==> config.mk <==
export PLATFORM = sky130hd
export DESIGN_NAME = skew_rd_ctrl_flat
export DESIGN_NICKNAME = d
export VERILOG_FILES = /design/src/rtl/skew_rd_ctrl_if.sv /design/src/rtl/skew_rd_ctrl.sv /design/src/flat_wrapper.sv
export SDC_FILE = /design/constraint.sdc
export NUM_CORES = 1
export LEC_CHECK = 0
export CAP_MARGIN = 10
export CORE_MARGIN = 10
export CORE_UTILIZATION = 25
export DETAILED_ROUTE_END_ITERATION = 10
export PLACE_DENSITY_LB_ADDON = 0.05
export SLEW_MARGIN = 15
export SYNTH_ARGS = -nofsm -noshare
export SYNTH_HDL_FRONTEND = slang
export SYNTH_SLANG_ARGS = --single-unit
==> constraint.sdc <==
create_clock -name clk -period 11 [get_ports clk]
set_input_delay 1.65 -clock clk [delete_from_list [all_inputs] [get_ports clk]]
set_output_delay 1.65 -clock clk [all_outputs]
set_load 0.05 [all_outputs]
==> src/rtl/skew_rd_ctrl_if.sv <==
// Handshake/bus bundle between a read-sequence requester and skew_rd_ctrl.
// master drives the command and stall; slave drives the memory read buses and status.
interface skew_rd_ctrl_if #(
    parameter int WIDTH_HEIGHT = 4,
    parameter int LEN_W        = 9
);
    logic                      start;
    logic [7:0]                base_addr;
    logic [LEN_W-1:0]          len;
    logic                      stall;
    logic [WIDTH_HEIGHT-1:0]   rd_en;
    logic [WIDTH_HEIGHT*8-1:0] rd_addr;
    logic [WIDTH_HEIGHT-1:0]   rd_valid;
    logic                      busy;
    logic                      done;

    modport master (
        output start, base_addr, len, stall,
        input  rd_en, rd_addr, rd_valid, busy, done
    );

    modport slave (
        input  start, base_addr, len, stall,
        output rd_en, rd_addr, rd_valid, busy, done
    );
endinterface

==> src/rtl/skew_rd_ctrl.sv <==
// Diagonally skewed per-lane read sequencer for the systolic array input memories.
// Registered outputs: first reads one cycle after start, rd_valid one cycle after rd_en; stall freezes the walk and blanks reads.
module skew_rd_ctrl #(
    parameter int WIDTH_HEIGHT = 4,
    parameter int LEN_W        = 9
) (
    input  logic          clk,
    input  logic          reset,
    skew_rd_ctrl_if.slave bus
);
    localparam int CW = LEN_W + $clog2(WIDTH_HEIGHT);

    typedef enum logic {IDLE, RUN} state_t;

    state_t                    state, state_nx;
    logic [CW-1:0]             c_q, c_nx;
    logic [7:0]                base_q, base_nx;
    logic [LEN_W-1:0]          len_q, len_nx;
    logic                      issue;
    logic                      done_nx;
    logic [CW-1:0]             last_c;
    logic [WIDTH_HEIGHT-1:0]   en_nx;
    logic [WIDTH_HEIGHT*8-1:0] addr_nx;

    // Index of the final diagonal step: len + lanes - 2.
    assign last_c = CW'(len_q) + CW'(WIDTH_HEIGHT - 2);

    always_ff @(posedge clk or posedge reset) begin
        if (reset) begin
            state <= IDLE;
        end else begin
            state <= state_nx;
        end
    end

    always_comb begin
        state_nx = state;
        c_nx     = c_q;
        base_nx  = base_q;
        len_nx   = len_q;
        issue    = 1'b0;
        done_nx  = 1'b0;
        case (state)
            IDLE: begin
                // A start arriving while done is still showing belongs to the finished burst.
                if (bus.start && !bus.done) begin
                    if (bus.len != '0) begin
                        state_nx = RUN;
                        c_nx     = '0;
                        base_nx  = bus.base_addr;
                        len_nx   = bus.len;
                        issue    = 1'b1;
                    end else begin
                        done_nx = 1'b1;
                    end
                end
            end
            RUN: begin
                if (!bus.stall) begin
                    if (c_q == last_c) begin
                        state_nx = IDLE;
                        done_nx  = 1'b1;
                    end else begin
                        c_nx  = c_q + CW'(1);
                        issue = 1'b1;
                    end
                end
            end
            default: state_nx = IDLE;
        endcase
    end

    always_comb begin
        en_nx   = '0;
        addr_nx = '0;
        for (int i = 0; i < WIDTH_HEIGHT; i++) begin
            if (issue && (c_nx >= CW'(i)) && (c_nx < CW'(i) + CW'(len_nx))) begin
                en_nx[i]        = 1'b1;
                addr_nx[8*i+:8] = base_nx + 8'(c_nx) - 8'(i);
            end
        end
    end

    always_ff @(posedge clk or posedge reset) begin
        if (reset) begin
            c_q          <= '0;
            base_q       <= '0;
            len_q        <= '0;
            bus.rd_en    <= '0;
            bus.rd_addr  <= '0;
            bus.rd_valid <= '0;
            bus.busy     <= 1'b0;
            bus.done     <= 1'b0;
        end else begin
            c_q          <= c_nx;
            base_q       <= base_nx;
            len_q        <= len_nx;
            bus.rd_en    <= en_nx;
            bus.rd_addr  <= addr_nx;
            bus.rd_valid <= bus.rd_en;
            bus.busy     <= (state_nx == RUN);
            bus.done     <= done_nx;
        end
    end
endmodule

==> src/flat_wrapper.sv <==
// flat-port wrapper written by rule: the top's interface ports become plain ports
module skew_rd_ctrl_flat 
#(
    parameter int WIDTH_HEIGHT = 4,
    parameter int LEN_W        = 9
)
  (clk, reset, bus_start, bus_base_addr, bus_len, bus_stall, bus_rd_en, bus_rd_addr, bus_rd_valid, bus_busy, bus_done);
  skew_rd_ctrl_if #(.WIDTH_HEIGHT(WIDTH_HEIGHT), .LEN_W(LEN_W)) bus_i ();
  input  logic clk;
  input  logic reset;
  input wire logic [$bits(bus_i.start)-1:0] bus_start;
  input wire logic [$bits(bus_i.base_addr)-1:0] bus_base_addr;
  input wire logic [$bits(bus_i.len)-1:0] bus_len;
  input wire logic [$bits(bus_i.stall)-1:0] bus_stall;
  output wire logic [$bits(bus_i.rd_en)-1:0] bus_rd_en;
  output wire logic [$bits(bus_i.rd_addr)-1:0] bus_rd_addr;
  output wire logic [$bits(bus_i.rd_valid)-1:0] bus_rd_valid;
  output wire logic [$bits(bus_i.busy)-1:0] bus_busy;
  output wire logic [$bits(bus_i.done)-1:0] bus_done;
  assign bus_i.start = bus_start;
  assign bus_i.base_addr = bus_base_addr;
  assign bus_i.len = bus_len;
  assign bus_i.stall = bus_stall;
  assign bus_rd_en = bus_i.rd_en;
  assign bus_rd_addr = bus_i.rd_addr;
  assign bus_rd_valid = bus_i.rd_valid;
  assign bus_busy = bus_i.busy;
  assign bus_done = bus_i.done;
  skew_rd_ctrl #(.WIDTH_HEIGHT(WIDTH_HEIGHT), .LEN_W(LEN_W)) u_core (.clk(clk), .reset(reset), .bus(bus_i));
endmodule
# Word level (Yosys, flattened, before mapping)
# Index checks and enable logic that the tools add are counted.
[totals]
output_inout_bits = 42
in_bits = 21
latchBits = 0
elab_cells = 69
register_bits = 70
n_memories = 0
rom_bits = 0
ram_bits = 0
[op_classes]
div = 0
addsub = 9
n_bitwise = 1
mul = 0
shift = 0
muxes = 31
order_cmp = 8
n_reduce_logical = 11
n_eq_ne = 1
[ops]
columns = ["op", "count"]
rows = [
  ["two-way mux 8 bit", 7],
  ["two-way mux 11 bit", 4],
  ["< comparator 11 bit", 3],
  ["two-way mux 9 bit", 3],
  ["greater-or-equal comparator 11 x 1 -> 1 bit (second input constant)", 2],
  ["greater-or-equal comparator 11 x 2 -> 1 bit (second input constant)", 2],
  ["case mux 11 bit (2 select lines)", 1],
  ["adder 2 x 9 -> 10 bit (first input constant)", 2],
  ["subtractor 8 x 2 -> 8 bit (second input constant)", 2],
  ["two-way mux 1 bit", 13],
  ["adder 11 x 1 -> 11 bit (second input constant)", 1],
  ["equality test 11 bit", 1],
  ["< comparator 11 x 9 -> 1 bit", 1],
  ["adder 1 x 9 -> 10 bit (first input constant)", 1],
  ["adder 9 x 2 -> 10 bit (second input constant)", 1],
  ["logical AND 1 bit", 9],
  ["nonzero test 9 bit", 1],
  ["adder 8 bit", 1],
  ["subtractor 8 x 1 -> 8 bit (second input constant)", 1],
  ["case mux 1 bit (2 select lines)", 3],
  ["zero test 1 bit", 1],
  ["NOT 1 bit", 1],
]

# Depth between registers and ports, before layout
[depth]
depth_word = 9
mapped_depth = 21
depth_no_buf = 19

# Worst setup path before layout
# No wires, ideal clock.
[synth_timing]
path_type = "input-to-reg"
start = "in bus_len[5]"
end = "reg u_core.bus.rd_addr[26]"
setup_slack_ns = 5.131
cell_stages = 18
required_ns = 10.925
arrival_ns = 5.794
n_path_buf = 2
setup_time_ns = 0.075
path_cell_list = "nor4_1 -> nand2_1 -> o21ai_1 -> clkbuf_1 -> mux2i_1 -> inv_1 -> ha_1 -> clkbuf_1 -> a21oi_1 -> nor3_1 -> xnor2_1 -> ha_1 -> a21o_1 -> a21oi_1 -> nor2_1 -> a2111oi_0 -> o221ai_4 -> nor2_1"
[synth_between]
elab_chain_len = 8
elab_cells_between_ends = 21
cone_classes = "3 x add/sub; 2 x order compare; 13 x mux; 3 x reduce/logical"
[synth_lines]
columns = ["item", "line_no", "text"]
rows = [
  ["from (decl)", "flat_wrapper.sv:13", "input wire logic [$bits(bus_i.len)-1:0] bus_len;"],
  ["nonzero test 9 bit", "skew_rd_ctrl.sv:47", "if (bus.len != '0) begin"],
  ["two-way mux 9 bit", "skew_rd_ctrl.sv:47", ""],
  ["two-way mux 9 bit", "skew_rd_ctrl.sv:46", "if (bus.start && !bus.done) begin"],
  ["two-way mux 9 bit", "skew_rd_ctrl.sv:43", "case (state)"],
  ["named net u_core.len_nx[1]", "skew_rd_ctrl.sv:18", "logic [LEN_W-1:0] len_q, len_nx;"],
  ["adder 2 x 9 -> 10 bit", "skew_rd_ctrl.sv:77", "if (issue && (c_nx >= CW'(i)) && (c_nx < CW'(i) + CW'(len_nx))) begin"],
  ["< comparator 11 bit", "skew_rd_ctrl.sv:77", ""],
  ["logical AND 1 bit", "skew_rd_ctrl.sv:77", ""],
  ["two-way mux 8 bit", "skew_rd_ctrl.sv:77", ""],
  ["named net u_core.addr_nx[26]", "skew_rd_ctrl.sv:23", "logic [WIDTH_HEIGHT*8-1:0] addr_nx;"],
  ["to (signal assigned)", "skew_rd_ctrl.sv:99", "bus.rd_addr <= addr_nx;"],
  ["to (decl)", "skew_rd_ctrl_if.sv:24", "output rd_en, rd_addr, rd_valid, busy, done"],
]
# The timed path passes the listed nets, and every way through them passes these cells.

# Worst setup path in the final report
[layout_timing]
start = "in bus_start"
end = "reg u_core.bus.rd_addr[23]"
[layout_between]
elab_chain_len = 7
elab_cells_between_ends = 17
cone_classes = "3 x add/sub; 2 x order compare; 9 x mux; 3 x reduce/logical"
[layout_lines]
columns = ["item", "line_no", "text"]
rows = [
  ["from (decl)", "flat_wrapper.sv:11", "input wire logic [$bits(bus_i.start)-1:0] bus_start;"],
  ["logical AND 1 bit", "skew_rd_ctrl.sv:46", ""],
  ["two-way mux 9 bit", "skew_rd_ctrl.sv:46", ""],
  ["two-way mux 9 bit", "skew_rd_ctrl.sv:43", ""],
  ["named net u_core.len_nx[3]", "skew_rd_ctrl.sv:18", ""],
  ["adder 2 x 9 -> 10 bit", "skew_rd_ctrl.sv:77", ""],
  ["< comparator 11 bit", "skew_rd_ctrl.sv:77", ""],
  ["logical AND 1 bit", "skew_rd_ctrl.sv:77", ""],
  ["two-way mux 8 bit", "skew_rd_ctrl.sv:77", ""],
  ["named net u_core.addr_nx[23]", "skew_rd_ctrl.sv:23", ""],
]
# The timed path passes the listed nets, and every way through them passes these cells.

==> impl_metrics.yaml <==
outcome:
  status: "completed"
synthesis:
  synth.area.top_cells: "dfrtp_1 37%, ha_1 14%, xnor2_1 6.3%, nand2_1 5.0%, nor2_1 4.2%"
  netlist.area_leader.share_pct: 36.9
  netlist_instances: 511
  avgSynthCellArea_um2: 9.30
  synth_cell_types: 57
  ys_seq_area_share_pct: 36.9
  ys.flop_type: "dfrtp_1"
  yosys_warnings: 0
  synth_edf_count: 0
  synth.largest_area_cell: "dfrtp_1"
  synthesis.area_mm2: 0.00475
  ys_seq_elements: 70
  ys_async_sr_fraction_pct: 100
  syn_nets: 587
grt:
  antenna_found_initial: 0
  grt_start_max_net_pins: 71
  gr-total-overflow: 0
  grt_pass1_vias: 4057
  grt_usage_pct: 12.4
  grt_pass1_wl_um: 23600
run:
  maxCapViolCount: 0
clocking:
  cts_root_buf: "clkbuf_16"
  clk_latency_ns: 0.35
  cts_max_level: 3
  cts_tree: "built"
  cts_buffers: 9
  hold_buffers: 0
  post_cts_buffers: 0
  clk_path_buf_depth: 2
  cts_sinks: 70
  path_clk_slew_ns: 0.05
  cts_resized: 0
die:
  core_area_mm2: 0.0187
  rows: 50
  die_w_um: 158
  start_util_pct: 25.4
  ioPinCount: 63
  die_y_um: 158
  die_area_mm2: 0.0249
drt:
  ant_nets: 0
  viasPerCell: 4.74
  wire_per_inst_um: 18.3
  drt_iter0_markers: 236
  drcViolationCount: 0
  wl_um: 15000
  firstDrtPassIters: 4
  via_count: 3862
worst_setup_path:
  crit_start: "bus_start"
  cp_slowest_cell: "a2111oi_0"
  cp-start-kind: "primary input"
  crit_type: "primary input to register"
  r2r_slack_ns: 4.92
  r2r_cells: 18
  crit_path_end: "u_core.bus.rd_addr[23]"
  crit_chain: "clkdlybuf4s50_1, nor3b_1, o21a_1, buf_4, mux2i_1, inv_1, nand2_1, nor3_1, nand2_1, xnor2_1, ha_1, and4_1, o21ai_0, nor2_1, nor2_1, a21oi_1, a2111oi_0, o211ai_4, a21oi_1"
  required_ns: 11.26
  arrival_ns: 7.03
  reg2reg_from: "u_core.len_q[1]"
  r2r_end: "u_core.bus.rd_addr[15]"
  slowest_delay_ns: 0.94
  critPathMaxFanout: 16
  crit_path_end_kind: "register"
layout:
  diodes: 0
  area_growth_pct: 27.0
  nNetsFinal: 653
  drive_gt1_share_pct: 6.37
  final_common_cell: "dfrtp_1"
  fin_util_pct: 32.3
  final_cell_mix: "70 x dfrtp_1, 63 x nand2_1, 62 x clkdlybuf4s50_1"
sta:
  post-route-period-util_pct: 61.5
  maxClockFrequency_ghz: 0.148
  skew_ns: 0.00768
  rsz0062_at_grt: "false"
  fin_setup_tns_ns: 0
  finalMaxSlewViolations: 0
  tightestPinTransition_ns: 1.07
  finalCriticalPeriod_ns: 6.76
  hold_viol: 0
  setup_viol: 0
  relSlewSlack_pct: 26.6
place:
  portBuffers: 62
  gp_congestion: 0.881
  dp_hpwl_um: 11300
min_path:
  hold_class: "register to register"
-- cell usage after synthesis (2+ instances only) --
| cell | count |
|---|---|
| a21oi_1 | 20 |
| ha_1 | 54 |
| nor2b_1 | 8 |
| nand2_1 | 63 |
| or3_1 | 2 |
| nand3_1 | 22 |
| o21ai_1 | 2 |
| and3_1 | 3 |
| clkbuf_1 | 13 |
| nor4_1 | 6 |
| a2111oi_0 | 3 |
| xor2_1 | 20 |
| o31ai_1 | 3 |
| o211ai_4 | 2 |
| o22ai_1 | 2 |
| and4_1 | 2 |
| mux2i_1 | 16 |
| nand2b_1 | 5 |
| nor2_1 | 53 |
| nand4_1 | 5 |
| a21o_1 | 10 |
| inv_1 | 24 |
| nor3b_1 | 2 |
| buf_2 | 4 |
| or4_1 | 3 |
| o21ai_0 | 13 |
| nand3b_1 | 3 |
| o21a_1 | 4 |
| dfrtp_1 | 70 |
| nor4b_1 | 2 |
| o211ai_1 | 5 |
| nor3_1 | 9 |
| xnor2_1 | 34 |
-- sequential cells by signal (all words and copies together) (netlist names) --
signal               flops
u_core.bus.rd_addr      32
u_core.c_q              11
u_core.len_q             9
u_core.base_q            8
u_core.bus.rd_en         4
u_core.bus.rd_valid      4
u_core.bus.done          1
u_core.state             1
-- routing by layer --
| layer | part of all wire [%] | up-vias | global-route usage, % |
|---|---|---|---|
| li1 | - | 1905 | - |
| met1 | 48 | 1876 | 16.4 |
| met2 | 47 | 65 | 19.8 |
| met3 | 3.8 | 16 | 1.87 |
| met4 | 1.7 | 0 | 4.67 |
| met5 | 0 | - | 0 |
-- area by class of cell --
class                   instances  area [µm²]
clock inverters                 5         108
well taps                     234         293
fillers                      1932       12700
inverters                      25        93.8
repair buffers                 73         703
clock buffers                  10         239
flip-flops and latches         70        1750
multi-input cells             398        2850
-- critical path, delay by kind of cell --
kind,cells,cell delay (ns)
multiplexers,1,0.86
adder cells (fa/ha/maj),1,0.34
AND/OR/NAND/NOR,7,1.36
XOR/XNOR,1,0.07
AO/OA/AOI/OAI,6,1.84
buffers and inverters,3,0.90
-- metrics by stage --
stage / cells / setup WS [ns] / hold slack [ns] / area [µm²]
3_3_place_gp: 800 / 3.86 / 0.360 / 5690
4_1_cts: 815 / 4.17 / 0.376 / 6040
6_report: 815 / 4.24 / 0.373 / 6040
3_5_place_dp: 800 / 3.86 / 0.363 / 5690
5_1_grt: 815 / 3.77 / 0.389 / 6040
2_1_floorplan: 511 / 5.13 / 0.446 / 4750
-- worst min path at each step --
stage | end | cells past startpoint | slack [ns] | start
finish | u_core.bus.rd_valid[2] | 0 | 0.37 | u_core.bus.rd_en[2]
floorplan | u_core.base_q[0] | 2 | 0.45 | u_core.base_q[0]
CTS | u_core.bus.rd_valid[2] | 0 | 0.38 | u_core.bus.rd_en[2]
detailed placement | u_core.bus.rd_valid[2] | 0 | 0.36 | u_core.bus.rd_en[2]
global route | u_core.bus.rd_valid[2] | 0 | 0.39 | u_core.bus.rd_en[2]
global placement | u_core.bus.rd_valid[1] | 0 | 0.36 | u_core.bus.rd_en[1]
-- cells by family (layout without fill, tap and decap cells) --
group,after synthesis,in the layout,synth area share [%]
buffers and inverters,43,113,3.50
AOI/OAI and AO/OA,81,81,12.8
muxes,16,16,3.37
DFF,70,70,36.9
and+or+nand+nor,192,192,18.9
xor gates and xnor gates,54,54,9.95
adders and majority gates,55,55,14.6
Power is not shown: default switching activity piles up to over one toggle a cycle in this logic, so the estimate is an artifact.
